### config.mk
export PLATFORM = sky130hd
export DESIGN_NAME = capture_sequencer
export DESIGN_NICKNAME = d
export VERILOG_FILES = /design/src/rtl/caf_pkg.sv /design/src/rtl/capture_counter.sv /design/src/rtl/capture_sequencer.sv
export SDC_FILE = /design/constraint.sdc
export NUM_CORES = 1
export LEC_CHECK = 0
export BUFFER_PORTS_ARGS = -buffer_cell sky130_fd_sc_hd__buf_2
export CAP_MARGIN = 20
export CORE_MARGIN = 2
export CORE_UTILIZATION = 49
export CTS_CLUSTER_DIAMETER = 80
export CTS_CLUSTER_SIZE = 8
export DETAILED_ROUTE_END_ITERATION = 10
export HOLD_SLACK_MARGIN = 0.15
export PLACE_DENSITY = 0.86
export SETUP_SLACK_MARGIN = 0.2
export SKIP_LAST_GASP = 1
export SYNTH_ARGS = -nofsm -noshare
export SYNTH_HDL_FRONTEND = slang
export SYNTH_SLANG_ARGS = --single-unit
### constraint.sdc
create_clock -name clk -period 1.8 [get_ports clk]
set_input_delay 0 -clock clk [delete_from_list [all_inputs] [get_ports clk]]
set_output_delay 0 -clock clk [all_outputs]
set_load 0.1 [all_outputs]
### src/rtl/caf_pkg.sv
// Shared definitions for the capture sequencer: FSM state encoding and the
// width of one packed buffer word.
package caf_pkg;

  localparam int SAMPLE_W = 32;

  typedef enum logic [2:0] {
    IDLE    = 3'd0,
    ARMED   = 3'd1,
    CAPTURE = 3'd2,
    DRAIN   = 3'd3,
    RD_REQ  = 3'd4,
    RD_WAIT = 3'd5,
    RD_OUT  = 3'd6
  } cap_state_e;

endpackage

### src/rtl/capture_counter.sv
// Saturating up-counter with synchronous clear; it stops at `limit` instead of
// wrapping, so a late enable can never alias back onto address 0.
module capture_counter #(
  parameter int          width = 4,
  parameter int unsigned limit = 9
) (
  input  logic             clk,
  input  logic             rst_n,
  input  logic             clr,
  input  logic             en,
  output logic [width-1:0] count
);

  localparam logic [width-1:0] LIMIT = width'(limit);

  logic [width-1:0] count_d;
  logic [width-1:0] count_q;
  logic             at_limit;

  always_comb begin
    // NOTE: every output of this block gets a default first; a path that
    // left count_d unassigned would infer a latch.
    count_d  = count_q;
    at_limit = (count_q == LIMIT);
    if (clr) begin
      count_d = '0;
    end else if (en && !at_limit) begin
      count_d = count_q + 1'b1;
    end
  end

  // NOTE: flops use non-blocking assignment so every register samples the
  // pre-edge values no matter which order the simulator runs processes in.
  always_ff @(posedge clk or negedge rst_n) begin
    if (!rst_n) begin
      count_q <= '0;
    end else begin
      count_q <= count_d;
    end
  end

  assign count = count_q;

endmodule

### src/rtl/capture_sequencer.sv
// Arms on a pulse, records buffer_length trigger-qualified samples into an
// external buffer, waits for every write ack, then streams the samples back out.
module capture_sequencer
  import caf_pkg::*;
#(
  parameter int buffer_length = 10,
  parameter int index_bits    = 4,
  parameter int i_bits        = 12,
  parameter int q_bits        = 12
) (
  input  logic                     clk,
  input  logic                     rst_n,
  input  logic                     arm,
  input  logic                     trigger,
  input  logic                     abort,
  output logic                     busy,
  output logic                     done,
  input  logic signed [i_bits-1:0] s_i,
  input  logic signed [q_bits-1:0] s_q,
  input  logic                     s_valid,
  output logic [index_bits-1:0]    buf_waddr,
  output logic                     buf_wvalid,
  output logic [SAMPLE_W-1:0]      buf_wdata,
  input  logic                     buf_bvalid,
  output logic [index_bits-1:0]    buf_raddr,
  output logic                     buf_rvalid,
  output logic                     buf_rready,
  input  logic                     buf_rdvalid,
  input  logic [i_bits-1:0]        buf_i,
  input  logic [q_bits-1:0]        buf_q,
  output logic [i_bits-1:0]        m_i,
  output logic [q_bits-1:0]        m_q,
  output logic                     m_valid,
  input  logic                     m_ready,
  output logic                     m_last
);

  if (i_bits + q_bits > SAMPLE_W) begin : g_bad_width
    $error("capture_sequencer: i_bits + q_bits exceeds the packed sample width");
  end

  localparam logic [index_bits-1:0] LAST_IDX = index_bits'(buffer_length - 1);

  cap_state_e state_q, state_d;

  logic [index_bits-1:0] wr_cnt, ack_cnt, rd_cnt;
  logic                  wr_last, ack_last, rd_last;
  logic                  cnt_clr, wr_en, ack_en, rd_en;
  logic                  accept, handshake, rd_load, ack_complete;
  logic [SAMPLE_W-1:0]   wdata_pack;

  logic                  buf_wvalid_d, buf_wvalid_q;
  logic [index_bits-1:0] buf_waddr_d, buf_waddr_q;
  logic [SAMPLE_W-1:0]   buf_wdata_d, buf_wdata_q;
  logic [i_bits-1:0]     m_i_d, m_i_q;
  logic [q_bits-1:0]     m_q_d, m_q_q;
  logic                  m_valid_d, m_valid_q;
  logic                  done_d, done_q;
  logic                  acks_done_d, acks_done_q;

  // Abort gates every qualifying strobe so nothing issued in its cycle survives.
  always_comb begin
    wr_last      = (wr_cnt == LAST_IDX);
    ack_last     = (ack_cnt == LAST_IDX);
    rd_last      = (rd_cnt == LAST_IDX);
    accept       = !abort && s_valid &&
                   ((state_q == ARMED && trigger) || state_q == CAPTURE);
    handshake    = (state_q == RD_OUT) && m_valid_q && m_ready;
    rd_load      = !abort && (state_q == RD_WAIT) && buf_rdvalid;
    ack_en       = !abort && buf_bvalid && !acks_done_q &&
                   (state_q == CAPTURE || state_q == DRAIN);
    ack_complete = acks_done_q || (ack_en && ack_last);
  end

  always_ff @(posedge clk or negedge rst_n) begin
    if (!rst_n) begin
      state_q <= IDLE;
    end else begin
      state_q <= state_d;
    end
  end

  always_comb begin
    state_d = state_q;
    unique case (state_q)
      IDLE:    if (arm)                     state_d = ARMED;
      ARMED:   if (trigger && s_valid)      state_d = CAPTURE;
      CAPTURE: if (s_valid && wr_last)      state_d = DRAIN;
      DRAIN:   if (ack_complete)            state_d = RD_REQ;
      RD_REQ:                               state_d = RD_WAIT;
      RD_WAIT: if (buf_rdvalid)             state_d = RD_OUT;
      RD_OUT:  if (handshake)               state_d = rd_last ? IDLE : RD_REQ;
      default:                              state_d = IDLE;
    endcase
    if (abort) begin
      state_d = IDLE;
    end
  end

  always_comb begin
    busy       = (state_q != IDLE);
    buf_rvalid = (state_q == RD_REQ);
    buf_rready = (state_q == RD_REQ);
    buf_raddr  = (state_q == RD_REQ) ? rd_cnt : '0;
    m_last     = (state_q == RD_OUT) && rd_last;
  end

  // Counters restart on every IDLE entry and while sitting in IDLE, which
  // covers both the return path and a fresh arm.
  assign cnt_clr = (state_d == IDLE) || (state_q == IDLE);
  assign wr_en   = accept;
  assign rd_en   = handshake && !rd_last && !abort;

  capture_counter #(.width(index_bits), .limit(buffer_length - 1)) u_wr_cnt (
    .clk   (clk),
    .rst_n (rst_n),
    .clr   (cnt_clr),
    .en    (wr_en),
    .count (wr_cnt)
  );

  capture_counter #(.width(index_bits), .limit(buffer_length - 1)) u_ack_cnt (
    .clk   (clk),
    .rst_n (rst_n),
    .clr   (cnt_clr),
    .en    (ack_en),
    .count (ack_cnt)
  );

  capture_counter #(.width(index_bits), .limit(buffer_length - 1)) u_rd_cnt (
    .clk   (clk),
    .rst_n (rst_n),
    .clr   (cnt_clr),
    .en    (rd_en),
    .count (rd_cnt)
  );

  always_comb begin
    wdata_pack                   = '0;
    wdata_pack[q_bits-1:0]       = s_q;
    wdata_pack[q_bits +: i_bits] = s_i;

    buf_wvalid_d = accept;
    buf_waddr_d  = buf_waddr_q;
    buf_wdata_d  = buf_wdata_q;
    if (accept) begin
      buf_waddr_d = wr_cnt;
      buf_wdata_d = wdata_pack;
    end

    // The ack counter saturates at its last index, so this flag remembers
    // that the final ack has actually arrived.
    acks_done_d = cnt_clr ? 1'b0 : ack_complete;

    m_i_d     = m_i_q;
    m_q_d     = m_q_q;
    m_valid_d = m_valid_q;
    if (rd_load) begin
      m_i_d     = buf_i;
      m_q_d     = buf_q;
      m_valid_d = 1'b1;
    end
    if (handshake || abort) begin
      m_valid_d = 1'b0;
    end

    done_d = !abort && handshake && rd_last;
  end

  always_ff @(posedge clk or negedge rst_n) begin
    if (!rst_n) begin
      buf_wvalid_q <= 1'b0;
      buf_waddr_q  <= '0;
      buf_wdata_q  <= '0;
      m_i_q        <= '0;
      m_q_q        <= '0;
      m_valid_q    <= 1'b0;
      done_q       <= 1'b0;
      acks_done_q  <= 1'b0;
    end else begin
      buf_wvalid_q <= buf_wvalid_d;
      buf_waddr_q  <= buf_waddr_d;
      buf_wdata_q  <= buf_wdata_d;
      m_i_q        <= m_i_d;
      m_q_q        <= m_q_d;
      m_valid_q    <= m_valid_d;
      done_q       <= done_d;
      acks_done_q  <= acks_done_d;
    end
  end

  assign buf_wvalid = buf_wvalid_q;
  assign buf_waddr  = buf_waddr_q;
  assign buf_wdata  = buf_wdata_q;
  assign m_i        = m_i_q;
  assign m_q        = m_q_q;
  assign m_valid    = m_valid_q;
  assign done       = done_q;

endmodule
Word level (Yosys, flattened, before mapping)

Cells that the tools add are included.

Bits in registers: 71
Output and inout port bits: 71

Add/subtract/negate cells: 3
Equality and inequality tests: 9
Muxes and demuxes: 19
Reduce and logical (&&, ||, !) cells: 38

Operators by type and width:

| kind                | number |
|---|---|
| $mux 4              | 7 |
| $mux 3              | 8 |
| $logic_and 1x1->1   | 21 |
| $pmux 3 s7          | 1 |
| $add 4x1->4 const B | 3 |
| $eq 4x4->1 const B  | 3 |
| $eq 3x3->1 const B  | 3 |
| $reduce_bool 2->1   | 4 |
| $eq 3x2->1 const B  | 2 |
| $logic_not 3->1     | 2 |
| $logic_not 1->1     | 5 |
| $logic_or 1x1->1    | 5 |
| $eq 3x1->1 const B  | 1 |
| $mux 1              | 3 |
| $reduce_bool 3->1   | 1 |

Logic depth before layout (Yosys ltp)

Word-level depth: 12
Mapped depth: 7
Depth with buffers taken out: 6

Hierarchy

From an unflattened synthesis, not the netlist that was laid out.

Cell total of the unflattened synthesis: 249
Area, all modules: 3,273.1 um^2

By module, submodules not included:

| module            | times used | cells each | area each (um^2) |
|---|---|---|---|
| capture_sequencer | 1          | 183        | 2,575.0 |
| capture_counter   | 3          | 22         | 232.7 |

Least setup slack after synthesis

Ideal clock, no wire load.

Kind: flip-flop to output port
From: register state_q[1]
To: output port buf_raddr[0]
Arrival time: 4.000 ns
Data required time: 1.800 ns
Slack: -2.200 ns
Cell stages (with the launch flop): 5
Path buffers: 2
Cells stage by stage: dfrtp_1 -> buf_6 -> buf_4 -> nor3b_1 -> and2_1

Cells in the longest elaborated chain, start to end: 2

RTL lines:

| what                   | RTL line                 | source |
|---|---|---|
| start, declared        | capture_sequencer.sv:44  | `cap_state_e state_q, state_d;` |
| start signal, assigned | capture_sequencer.sv:79  | `state_q <= state_d;` |
| $eq 3x3->1             | n/a                      |  |
| named net buf_rready   | capture_sequencer.sv:27  | `output logic buf_rready,` |
| $mux 4                 | capture_sequencer.sv:104 | `buf_raddr = (state_q == RD_REQ) ? rd_cnt : '0;` |
| end, declared          | capture_sequencer.sv:25  | `output logic [index_bits-1:0] buf_raddr,` |

The timed path passes the listed nets, and every way through them passes these cells.

Worst setup path after layout

From: register state_q[1]
To: register u_wr_cnt.count_q[0], in the netlist u_wr_cnt.count[0]

Cells in the longest elaborated chain, start to end: 11

RTL lines:

| what                                        | RTL line                                                                  | source |
|---|---|---|
| $eq 3x2->1, on equally long branches        | capture_sequencer.sv:67, capture_sequencer.sv:71, capture_sequencer.sv:85 |  |
| $logic_or 1x1->1                            | capture_sequencer.sv:71                                                   | `(state_q == CAPTURE \|\| state_q == DRAIN);` |
| $logic_and 1x1->1                           | capture_sequencer.sv:70                                                   | `ack_en = !abort && buf_bvalid && !acks_done_q &&` |
| $logic_and 1x1->1                           | capture_sequencer.sv:72                                                   | `ack_complete = acks_done_q \|\| (ack_en && ack_last);` |
| $logic_or 1x1->1                            | capture_sequencer.sv:72                                                   |  |
| $mux 3                                      | capture_sequencer.sv:89                                                   | `DRAIN: if (ack_complete) state_d = RD_REQ;` |
| $pmux 3 s7                                  | capture_sequencer.sv:85                                                   | `unique case (state_q)` |
| $mux 3                                      | capture_sequencer.sv:95                                                   | `if (abort) begin` |
| $logic_not 3->1                             | capture_sequencer.sv:110                                                  | `assign cnt_clr = (state_d == IDLE) \|\| (state_q == IDLE);` |
| $logic_or 1x1->1                            | capture_sequencer.sv:110                                                  |  |
| $mux 4 or $reduce_bool 2->1 (tied branches) | n/a                                                                       |  |
| end signal, assigned                        | capture_counter.sv:38                                                     | `count_q <= count_d;` |
| end, declared                               | capture_counter.sv:17                                                     | `logic [width-1:0] count_q;` |

Several ways; a longest one is shown, not always the timed one.
A chain may end at the register's enable or synchronous reset.

==> impl_metrics.json <==
{
  "p_switching_mw": 2.87,
  "cp_max_fo": 5,
  "clock_path_buffers": 2,
  "p_int_mw": 3.06,
  "critical_path_required_ns": 2.05,
  "p_comb_frac": 0.452,
  "min_period_over_period": 1.03,
  "synth.avg_cell_area_sq_um": 13.2,
  "slew_headroom": 0.631,
  "p_clk_frac": 0.222,
  "final-setup-viol-count": 29,
  "grt_pass1_vias": 3169,
  "avgViaCountPerCell": 5.64,
  "start_util": 0.500,
  "numClockSinks": 71,
  "hold_viol": 0,
  "drc": 0,
  "synthArstFlopShare": 1.00,
  "r2r_slack_ns": -0.06,
  "vdd_drop_max_uv": 871,
  "tightestPinTransition_ns": 0.554,
  "max_cap_viol_count": 0,
  "seq_power_share": 0.327,
  "critPathLaunchType": "flip-flop",
  "num_rows": 30,
  "ys_warn_count": 0,
  "cts-root-buf": "clkbuf_8",
  "final_nets": 536,
  "drt_iter0_drc": 234,
  "antenna_found_initial": 0,
  "cts_buffers": 9,
  "path_clk_slew_ns": 0.09,
  "rsz0062_at_grt": "true",
  "cts_tree": "yes",
  "p_leak_nw": 2.78,
  "ant_nets": 0,
  "synthFlopType": "dfrtp_1",
  "dp_hpwl_um": 5410,
  "ys_seq_elements": 71,
  "slew_viol_final": 0,
  "gp_congestion": 0.819,
  "syn_inst": 253,
  "antennaDiodeCount": 0,
  "worst_slack_ns": -0.0566,
  "placed_cells": 456,
  "num_vias": 3146,
  "yosysUniqueCellTypes": 46,
  "setup_tns_ns": -0.722,
  "drtPass1Iterations": 5,
  "htreeDepth": 3,
  "violations": "setup timing",
  "swShare": 0.484,
  "final_layout_size_suffix_gt1_frac": 0.607,
  "fin_crit_ns": 1.86,
  "ios": 128,
  "die_area_sq_um": 7500,
  "wirelength_um": 12500,
  "synth_seq_area_share": 0.532,
  "core_area_sq_um": 6680,
  "syn_area_sq_um": 3340,
  "p_per_area_nw_per_um2": 1040,
  "grt_use_total": 0.303,
  "area_growth_syn_to_layout_pct": 71.0,
  "grt_max_degree": 43,
  "skew_ns": 0.0120,
  "fillCellCount": 301,
  "holdCritPathClass": "in2async",
  "pre_cts_slack_ns": -0.0927,
  "die_x_um": 86.6,
  "io_buffers": 119,
  "setup.worst_path.end_class": "flip-flop",
  "grt_overflow": 0,
  "status": "complete, but fails checks",
  "synth_edf_count": 0,
  "fmax_mhz": 539,
  "post-route-util": 0.855,
  "grt_pass1_wl_um": 16900,
  "wire_per_inst_um": 22.4,
  "final_cells": 558,
  "insertion_delay_ns": 0.36,
  "critPathArrivalTime_ns": 2.10,
  "die_h_um": 86.6,
  "crit_type": "reg2reg"
}
synthesized netlist by cell type (2+ instances only):
master	number	area, sq um
and2_1	5	31.3
a21oi_1	10	50.1
buf_6	6	67.6
buf_4	13	97.6
and3b_1	2	17.5
nand2b_1	5	31.3
nor3_1	2	10.0
a211oi_1	12	90.1
o211ai_1	3	22.5
or3_1	2	12.5
dfrtp_1	71	1780
xor2_1	2	17.5
nand2_1	2	7.51
mux2i_1	2	20.0
mux2_1	2	22.5
nor2_1	3	11.3
mux2_2	51	574
xnor2_1	5	43.8
nor4_1	2	12.5
nor2b_1	2	12.5
a31oi_1	2	12.5
or3b_1	2	17.5
ha_1	6	75.1
nand3_1	8	40.0
buf_2	3	15.0
nor3b_1	5	37.5
inv_1	4	15.0
nand3b_1	3	22.5
power by group through the flow:
stage	clock, mW	combinational (mW)	sequential [mW]
6_report	1.31	2.68	1.94
5_1_grt	1.41	2.75	1.95
4_1_cts	1.29	2.61	1.92
3_5_place_dp	0	2.37	1.95
3_3_place_gp	0	2.34	1.94
2_1_floorplan	0	0.410	3.50
through the flow:
stage                     power [mW]  cell area [sq um]  hold slack [ns]
after CTS                       5.82               5470            0.152
final                           5.93               5710            0.179
after detailed placement        4.32               4260           0.0454
after floorplan                 3.91               3500           -0.296
after global placement          4.27               4260           0.0311
after global routing            6.11               5710            0.188
cells by family (layout without fill, tap and decap cells):
logic type                 Yosys count  count (layout)  synth area share
buffers and inverters               27             245            0.0595
other                                1               8           0.00112
DFF                                 71              71             0.532
and+or+nand+nor                     52              52             0.110
adders and majority gates            6               6            0.0225
AOI/OAI and AO/OA                   34              34            0.0719
xor gates and xnor gates             7               7            0.0183
muxes                               55              55             0.185
flip-flops by register name, indices dropped and copies added (netlist names), 3 cells and up:
signal	count
u_ack_cnt.count	4
state_q	3
u_rd_cnt.count	4
buf_waddr	4
buf_wdata	24
u_wr_cnt.count	4
m_i	12
m_q	12
repair_timing:
item	in CTS	in global routing
gates resized for setup	63	30
endpoints found under the hold margin	123	0
pin swaps	16	13
hold buffers	52	0
endpoints found under the setup margin	73	75
gates cloned	5	2
setup buffers	20	7
cell usage in the layout, fill, tap and decap left out, drive strengths merged, types with 6 or more instances in the layout:
cell type    Yosys  routed
dlygate4sd3      0      52
nor3b            6       6
a211oi          12      12
nand3            8       8
a21oi           10      10
buf             22     171
mux2            53      53
ha               6       6
conb             1       8
dfrtp           71      71
clkbuf           1      11
worst paths after layout:
| check | start | cells past startpoint | endpoint |
|---|---|---|---|
| worst max-delay path | state_q[1] | 7 | u_wr_cnt.count[0] |
| worst min-delay path | rst_n | 3 | buf_wdata[21] |
| worst max register to register | state_q[1] | 7 | u_wr_cnt.count[0] |
| worst min register to register | buf_wdata[9] | 1 | buf_wdata[9] |
| max in group asynchronous | rst_n | 3 | m_valid |
| min in group clk | buf_bvalid | 4 | acks_done_q |
final cells by class:
class / instances / area (sq um) / share of cell area
clock inverter: 7 / 71.3 / 0.0125
timing repair buffer: 225 / 1840 / 0.322
tap: 80 / 100 / 0.0175
multi-input combinational: 162 / 1780 / 0.312
clock buffer: 9 / 124 / 0.0217
sequential: 71 / 1780 / 0.312
inverter: 4 / 15.0 / 0.00263
worst max-delay path: stages, from the launching register on:
cell	delay, ns
dfrtp_2	0.43
buf_6	0.13
buf_4	0.13
buf_6	0.12
and2b_2	0.25
o211a_1	0.30
xnor2_1	0.18
a211oi_1	0.22
layer usage:
layer	up-vias	GRT usage	wire, um
met3	60	0.0705	810
met4	0	0.148	701
met5	-	0	0
met2	199	0.539	6560
li1	1344	-	-
met1	1543	0.341	4440
(Power assumes the default switching activity.)
